File: src/rtl/otbn_pq_pkg.sv
// Shared types and constants for the PQ datapath helpers.
// Holds the bit-reverse opcode set and the permutation sequencer state encoding.
package otbn_pq_pkg;

    localparam int unsigned BitrevLog2NMin = 6;
    localparam int unsigned BitrevLog2NMax = 12;
    localparam int unsigned BitrevIdxW     = 12;

    typedef enum logic [1:0] {
        BitrevOpNone,
        BitrevOpPq,
        BitrevOpPqShift
    } bitrev_op_e;

    typedef enum logic [1:0] {
        BitrevPermIdle,
        BitrevPermScan,
        BitrevPermEmit,
        BitrevPermDone
    } bitrev_perm_state_e;

endpackage

File: src/rtl/otbn_bitreverse.sv
// Combinational bit reversal of the low nof_bits of an index.
// The PqShift opcode additionally returns the result as a word byte offset.
module otbn_bitreverse
    import otbn_pq_pkg::*;
(
    input  logic [BitrevIdxW-1:0] operand,
    input  logic [3:0]            nof_bits,
    input  bitrev_op_e            op,
    output logic [31:0]           result
);

    logic [BitrevIdxW-1:0] rev_full;
    logic [BitrevIdxW-1:0] rev_low;

    always_comb begin
        for (int k = 0; k < int'(BitrevIdxW); k++) begin
            rev_full[k] = operand[BitrevIdxW-1-k];
        end
        // Reversing all 12 bits then shifting down aligns the low nof_bits reversal.
        rev_low = rev_full >> (4'd12 - nof_bits);
    end

    always_comb begin
        result = 32'd0;
        unique case (op)
            BitrevOpNone:    result = {20'd0, operand};
            BitrevOpPq:      result = {20'd0, rev_low};
            BitrevOpPqShift: result = {18'd0, rev_low, 2'd0};
            default:         result = 32'd0;
        endcase
    end

endmodule

File: src/rtl/otbn_bitrev_perm_seq.sv
// Walks i = 0..N-1 and streams the (i, rev(i)) swap pairs with i < rev(i)
// for an in-place bit-reversal permutation, over a valid/ready handshake.
module otbn_bitrev_perm_seq
    import otbn_pq_pkg::*;
#(
    parameter int unsigned Log2NMin = BitrevLog2NMin,
    parameter int unsigned Log2NMax = BitrevLog2NMax
) (
    input  logic        clk_i,
    input  logic        rst_i,
    input  logic        start_i,
    input  logic        clear_i,
    input  logic [3:0]  log2n_i,
    input  logic        shift_i,
    output logic        busy_o,
    output logic        done_o,
    output logic        err_o,
    output logic        pair_valid_o,
    input  logic        pair_ready_i,
    output logic [31:0] pair_idx_a_o,
    output logic [31:0] pair_idx_b_o
);

    bitrev_perm_state_e    state_q;
    logic [BitrevIdxW-1:0] idx_q;
    logic [3:0]            log2n_q;
    logic                  shift_q;

    bitrev_op_e            rev_op;
    logic [31:0]           rev_field;
    logic [31:0]           idx_field;
    logic [BitrevIdxW-1:0] idx_last;
    logic                  log2n_legal;

    assign rev_op      = shift_q ? BitrevOpPqShift : BitrevOpPq;
    assign idx_field   = shift_q ? {18'd0, idx_q, 2'd0} : {20'd0, idx_q};
    assign idx_last    = 12'((13'd1 << log2n_q) - 13'd1);
    assign log2n_legal = (32'(log2n_i) >= Log2NMin) && (32'(log2n_i) <= Log2NMax);

    otbn_bitreverse u_bitreverse (
        .operand  (idx_q),
        .nof_bits (log2n_q),
        .op       (rev_op),
        .result   (rev_field)
    );

    always_ff @(posedge clk_i) begin
        if (rst_i) begin
            state_q      <= BitrevPermIdle;
            idx_q        <= '0;
            log2n_q      <= '0;
            shift_q      <= 1'b0;
            busy_o       <= 1'b0;
            done_o       <= 1'b0;
            err_o        <= 1'b0;
            pair_valid_o <= 1'b0;
            pair_idx_a_o <= '0;
            pair_idx_b_o <= '0;
        end else if (clear_i) begin
            state_q      <= BitrevPermIdle;
            busy_o       <= 1'b0;
            done_o       <= 1'b0;
            err_o        <= 1'b0;
            pair_valid_o <= 1'b0;
        end else begin
            done_o <= 1'b0;
            err_o  <= 1'b0;
            unique case (state_q)
                BitrevPermIdle: begin
                    if (start_i) begin
                        if (log2n_legal) begin
                            log2n_q <= log2n_i;
                            shift_q <= shift_i;
                            idx_q   <= '0;
                            busy_o  <= 1'b1;
                            state_q <= BitrevPermScan;
                        end else begin
                            err_o <= 1'b1;
                        end
                    end
                end
                BitrevPermScan: begin
                    // Both fields carry the same scaling, so comparing them preserves i < rev(i).
                    if (idx_field < rev_field) begin
                        pair_idx_a_o <= idx_field;
                        pair_idx_b_o <= rev_field;
                        pair_valid_o <= 1'b1;
                        state_q      <= BitrevPermEmit;
                    end else if (idx_q == idx_last) begin
                        done_o  <= 1'b1;
                        state_q <= BitrevPermDone;
                    end else begin
                        idx_q <= idx_q + 1'b1;
                    end
                end
                BitrevPermEmit: begin
                    if (pair_ready_i) begin
                        pair_valid_o <= 1'b0;
                        idx_q        <= idx_q + 1'b1;
                        state_q      <= BitrevPermScan;
                    end
                end
                BitrevPermDone: begin
                    busy_o  <= 1'b0;
                    state_q <= BitrevPermIdle;
                end
                default: state_q <= BitrevPermIdle;
            endcase
        end
    end

endmodule

File: config.mk
export PLATFORM = sky130hd
export DESIGN_NAME = otbn_bitrev_perm_seq
export DESIGN_NICKNAME = d
export VERILOG_FILES = /design/src/rtl/otbn_pq_pkg.sv /design/src/rtl/otbn_bitreverse.sv /design/src/rtl/otbn_bitrev_perm_seq.sv
export SDC_FILE = /design/constraint.sdc
export NUM_CORES = 1
export LEC_CHECK = 0
export CAP_MARGIN = 0
export CORE_MARGIN = 2
export CORE_UTILIZATION = 25
export CTS_CLUSTER_DIAMETER = 60
export CTS_CLUSTER_SIZE = 16
export DETAILED_ROUTE_END_ITERATION = 16
export HOLD_SLACK_MARGIN = 0.12
export PLACE_DENSITY = 0.52
export SLEW_MARGIN = 20
export SYNTH_ARGS = -nofsm -noshare
export SYNTH_HDL_FRONTEND = slang
export SYNTH_SLANG_ARGS = --single-unit
File: constraint.sdc
create_clock -name clk_i -period 7.6 [get_ports clk_i]
set_input_delay 1.52 -clock clk_i [delete_from_list [all_inputs] [get_ports clk_i]]
set_output_delay 1.52 -clock clk_i [all_outputs]
set_load 0.02 [all_outputs]
# Word-level counts from Yosys, hierarchy flattened
# Cells that the tools add are included.
dict set report totals {
  register_bits 87
  latch_bits 0
  ram_bits 0
  mem_bits_ro 0
  input_bits 10
  out_inout_bits 68
  word_cells 73
  n_memories 0
}
dict set report classes {
  add_sub_neg 3
  mul 0
  div_mod_pow 0
  magnitude_cmp 3
  eq_ne 13
  n_shift 2
  n_mux 23
  n_bitwise 4
  reduce_logical 15
}
# operator n
set op_table {}
lappend op_table {{$mux W12} 5}
lappend op_table {{$pmux W14 S3} 1}
lappend op_table {{$pmux W12 S3} 1}
lappend op_table {{$lt A14 B32 Y1} 1}
lappend op_table {{$mux W14} 1}
lappend op_table {{$add A12 B1 Y12 const B} 1}
lappend op_table {{$eq A12 B12 Y1} 1}
lappend op_table {{$mux W2} 6}
lappend op_table {{$ne A2 B2 Y1 const B} 6}
lappend op_table {{$shl A1 B4 Y12 const A} 1}
lappend op_table {{$shr A12 B4 Y12} 1}
lappend op_table {{$sub A12 B1 Y12 const B} 1}
lappend op_table {{$reduce_and A3 Y1} 3}
lappend op_table {{$pmux W2 S4} 1}
lappend op_table {{$reduce_and A4 Y1} 2}
lappend op_table {{$reduce_or A4 Y1} 2}
lappend op_table {{$reduce_and A7 Y1} 1}
lappend op_table {{$eq A2 B2 Y1 const B} 3}
lappend op_table {{$mux W1} 6}
lappend op_table {{$eq A2 B1 Y1 const B} 2}
lappend op_table {{$ge A4 B3 Y1 const B} 1}
lappend op_table {{$le A4 B4 Y1 const B} 1}
lappend op_table {{$logic_not A2 Y1} 2}
lappend op_table {{$not A1 Y1} 4}
lappend op_table {{7 further kinds} 9}

# Depth between registers and ports, before layout
dict set report logic_depth {
  depth_word 6
  mapped_depth 21
  ltp_nobuf 16
}

# Hierarchy
# Synthesis repeated with hierarchy kept, for this count alone.
dict set report hier_totals {
  hier_cells 645
  hier_area_um2 5118.7
}
# module n_inst cells_each area_each_um2 seq_area_each_um2
set modules_own_cells {}
lappend modules_own_cells {otbn_bitrev_perm_seq 1 514 4062.6 1381.3}
lappend modules_own_cells {otbn_bitreverse 1 131 1056.0 0.0}

# Worst setup path after synthesis
# OpenSTA, ideal clock, no wires.
dict set report synth_path {
  kind {flip-flop to flip-flop}
  startpoint {register log2n_q[0]}
  endpoint {register pair_idx_a_o[10]}
  setup_time_ns 0.128
  t_arrival_ns 4.594
  t_required_ns 7.472
  setup_slack_ns 2.878
  stages_incl_launch_ff 20
  n_path_buf 5
  synth_period_minus_slack_ns 4.722
  path_cell_list {dfxtp_1 > buf_4 > buf_1 > inv_1 > ha_1 > buf_2 > buf_1 > mux2i_1 > o22a_1 > a211oi_1 > mux2i_1 > ha_1 > a211oi_1 > nor2_1 > nor3_1 > o21ai_2 > a2111oi_4 > buf_6 > mux2i_1 > nor2_1}
}
dict set report synth_between {
  elab_chain_len 5
}
# item line
set synth_lines {}
lappend synth_lines {{from (decl)} otbn_bitrev_perm_seq.sv:26} ;# logic [3:0] log2n_q;
lappend synth_lines {{from (signal assigned)} otbn_bitrev_perm_seq.sv:72} ;# log2n_q <= log2n_i;
lappend synth_lines {{$sub A4 B4 Y4} otbn_bitreverse.sv:20} ;# rev_low = rev_full >> (4'd12 - nof_bits);
lappend synth_lines {{$shr A12 B4 Y12} otbn_bitreverse.sv:20}
lappend synth_lines {{$pmux W14 S3} otbn_bitreverse.sv:25} ;# unique case (op)
lappend synth_lines {{$lt A14 B32 Y1} otbn_bitrev_perm_seq.sv:84} ;# if (idx_field < rev_field) begin
lappend synth_lines {{$reduce_and A3 Y1 (no line)} --}
lappend synth_lines {{to (signal assigned)} otbn_bitrev_perm_seq.sv:85} ;# pair_idx_a_o <= idx_field;
lappend synth_lines {{to (decl)} otbn_bitrev_perm_seq.sv:20} ;# output logic [31:0] pair_idx_a_o,
# No other way between the ends.
# A chain may end at the register's enable or synchronous reset.

# Worst setup path after layout
dict set report layout_path {
  startpoint {register log2n_q[0]}
  endpoint {register pair_idx_a_o[2]}
}
# The elaborated chain is that of the path after synthesis.

==> impl_metrics.env <==
export IMPL_outcome="complete, no violations"
export IMPL_syn2layout_area_growth_pct=13.6
export IMPL_ctsResizeCount=0
export IMPL_layout_nets=562
export IMPL_crit_type="reg2reg"
export IMPL_min_path_type="reg2reg"
export IMPL_vdd_drop_max_mv=0.0721
export IMPL_first_iter_violations=290
export IMPL_tns_ps=0
export IMPL_avgRoutedWirePerCell_um=15.4
export IMPL_ys_flop_type="dfxtp_1"
export IMPL_dpl_hpwl_mm=8.54
export IMPL_combPwrFrac_pct=17.2
export IMPL_report_final_slew_viol_count=0
export IMPL_dieArea_mm2=0.0181
export IMPL_syn_area_mm2=0.00426
export IMPL_p_sw_mw=0.186
export IMPL_crit_chain="inv_1 -> ha_1 -> mux4_2 -> mux2_2 -> mux2_2 -> nor2_1 -> a21oi_1 -> inv_1 -> ha_1 -> o21ai_0 -> a21oi_1 -> nor3_1 -> nor3_1 -> a2111oi_4 -> buf_4 -> mux2i_1 -> nor2_1"
export IMPL_period_needed_ps=5310
export IMPL_grt_overflow=0
export IMPL_cts_sinks=51
export IMPL_crit_slowest_cell="dfxtp_1"
export IMPL_firstDrtPassIters=5
export IMPL_max_cap_violations=0
export IMPL_drt_wl_total_mm=11.6
export IMPL_hold_ws_ps=482
export IMPL_yosys_register_bits=51
export IMPL_cp_data_required_time_ps=7770
export IMPL_synth_cells=513
export IMPL_layout_commonest_cell="nor2_1"
export IMPL_clockBufferDepth=2
export IMPL_worst_path_largest_cell_delay_ps=840
export IMPL_antenna_found_initial=0
export IMPL_layout_common_cells="64 x nor2_1, 51 x dfxtp_1, 41 x clkdlybuf4s50_1"
export IMPL_diodes=0
export IMPL_power_leakage_nw=1.69
export IMPL_seq_power_share_pct=42.4
export IMPL_clkPwrFrac_pct=40.4
export IMPL_cts_setup_buffers=0
export IMPL_drive_gt1_share_pct=8.70
export IMPL_place_congestion=0.884
export IMPL_grt_busiest_layer="met2"
export IMPL_crit_arrival_ps=5480
export IMPL_internal_power_mw=0.464
export IMPL_dr_total_vias=3670
export IMPL_use_met2_pct=20.4
export IMPL_cp_start_kind="register"
export IMPL_cellPowerDensity_mw_per_mm2=134
export IMPL_fin_worst_skew_ps=4.17
export IMPL_clock_fmax_mhz=188
export IMPL_insertion_delay_ps=310
export IMPL_synth_enable_flop_cells=0
export IMPL_rsz0062_at_grt="false"
export IMPL_io_buffers=41
export IMPL_ys_seq_area_share_pct=24.0
export IMPL_met3_usage_pct=3.53
export IMPL_postSynth_asyncResetShare_pct=0
export IMPL_ys_warn_count=0
export IMPL_avgSynthCellArea_um2=8.31
export IMPL_worstSetupEndpointType="register"
export IMPL_grt_max_degree=45
export IMPL_via_per_inst=4.90
export IMPL_grt_pass1_vias=3518
export IMPL_path_clk_slew_ps=70
export IMPL_pin_count=78
export IMPL_ant_nets=0
export IMPL_clockRootBuffer="clkbuf_16"
export IMPL_grt_pass1_wl_mm=18.5
export IMPL_tightest_slew_ps=953
export IMPL_utilization_pct=29.1
export IMPL_htree_levels=2
export IMPL_numCtsBuffers=5
export IMPL_cts_hold_buf=0
export IMPL_die_h_um=135
export IMPL_setup_viol=0
export IMPL_start_util_pct=25.6
export IMPL_post_route_period_util_pct=69.9
export IMPL_instances_no_fill=749
export IMPL_chipWidth_um=135
export IMPL_cts_tree="yes"
export IMPL_hold_viol=0
export IMPL_drc=0
export IMPL_swShare_pct=28.6
export IMPL_slew_headroom_pct=36.4
export IMPL_place_inst=741
export IMPL_path_max_fanout=37
export IMPL_core_mm2=0.0166
export IMPL_gr_usage_all_layers_pct=12.9
export IMPL_rows=47
export IMPL_synth_distinct_cells=66
export IMPL_grtUsageMet1_pct=17.1
==> cell usage after synthesis (all sizes together) (6+ instances only) <==
library cell / n / area [µm²]
mux4: 9 / 203
mux2: 10 / 116
buf: 48 / 347
or4: 9 / 67.6
nand4: 8 / 50.1
mux2i: 34 / 340
a211oi: 11 / 103
ha: 24 / 300
nor2b: 12 / 75.1
nand2b: 7 / 43.8
nor2: 64 / 240
clkbuf: 24 / 90.1
dfxtp: 51 / 1020
inv: 19 / 71.3
nand2: 28 / 105
xnor2: 8 / 88.8
o21ai: 25 / 133
nand3: 10 / 50.1
o31ai: 14 / 105
and2: 6 / 37.5
nor3: 11 / 55.1
a21oi: 18 / 90.1
==> sequential cells by signal, indices dropped and copies added (netlist names) <==
register / count
busy_o: 1
done_o: 1
err_o: 1
idx_q: 12
log2n_q: 4
pair_idx_a_o: 14
pair_idx_b_o: 14
pair_valid_o: 1
shift_q: 1
state_q: 2
==> critical path: cells and delay by family (launching register included) <==
kind / cells / cell delay, ps
fa+ha+maj: 2 / 930
mux: 4 / 1350
buf+inv: 3 / 800
flops: 1 / 840
compound gates: 4 / 630
simple gates: 4 / 590
==> cell families (layout without fill, tap and decap cells) <==
group	after synthesis	in the layout	share of synthesized area (%)
simple gates	175	175	20.6
mux	53	53	15.5
flops	51	51	24.0
other cells	1	36	0.0880
fa+ha+maj	24	24	7.05
buf+inv	92	73	12.0
xor+xnor	9	9	2.29
compound gates	108	108	18.6
==> layer usage <==
metal  wire [µm]  part of all wire (%)
met1        5160                    45
met4         171                   1.5
met3         754                   6.5
met2        5480                    47
met5           0                     0
==> stage by stage <==
step           power (mW)  area (µm²)  worst slack, ps
2_1_floorplan       0.380        4390             2880
3_3_place_gp        0.391        4670             2460
3_5_place_dp        0.393        4670             2280
4_1_cts             0.661        4840             2250
5_1_grt             0.682        4840             1820
6_report            0.650        4840             2290
==> power groups by stage <==
stage / registers [mW] / clock network, mW / logic [mW]
5_1_grt: 0.276 / 0.283 / 0.123
3_3_place_gp: 0.281 / 0 / 0.110
2_1_floorplan: 0.279 / 0 / 0.102
6_report: 0.275 / 0.262 / 0.112
4_1_cts: 0.275 / 0.273 / 0.112
3_5_place_dp: 0.282 / 0 / 0.112
==> final timing paths <==
| kind | slack [ps] | end | start | depth (start not counted) |
|---|---|---|---|---|
| setup / recovery | 2290 | pair_idx_a_o[2]$_SDFFE_PP0P_ | log2n_q[0]$_SDFFE_PP0P_ | 17 |
| hold / removal | 480 | pair_idx_b_o[11]$_SDFFE_PP0P_ | pair_idx_b_o[11]$_SDFFE_PP0P_ | 2 |
| setup reg to reg | 2290 | pair_idx_a_o[2]$_SDFFE_PP0P_ | log2n_q[0]$_SDFFE_PP0P_ | 17 |
| hold reg to reg | 480 | pair_idx_b_o[11]$_SDFFE_PP0P_ | pair_idx_b_o[11]$_SDFFE_PP0P_ | 2 |
==> area by class of cell <==
type | count | area, µm²
fillers | 1744 | 11800
multi-input cells | 405 | 2860
flip-flops and latches | 51 | 1020
repair buffers | 45 | 440
well taps | 220 | 275
clock buffers | 5 | 125
inverters | 20 | 75.1
clock inverters | 3 | 43.8
No activity file was read; power rests on OpenSTA's default activity.
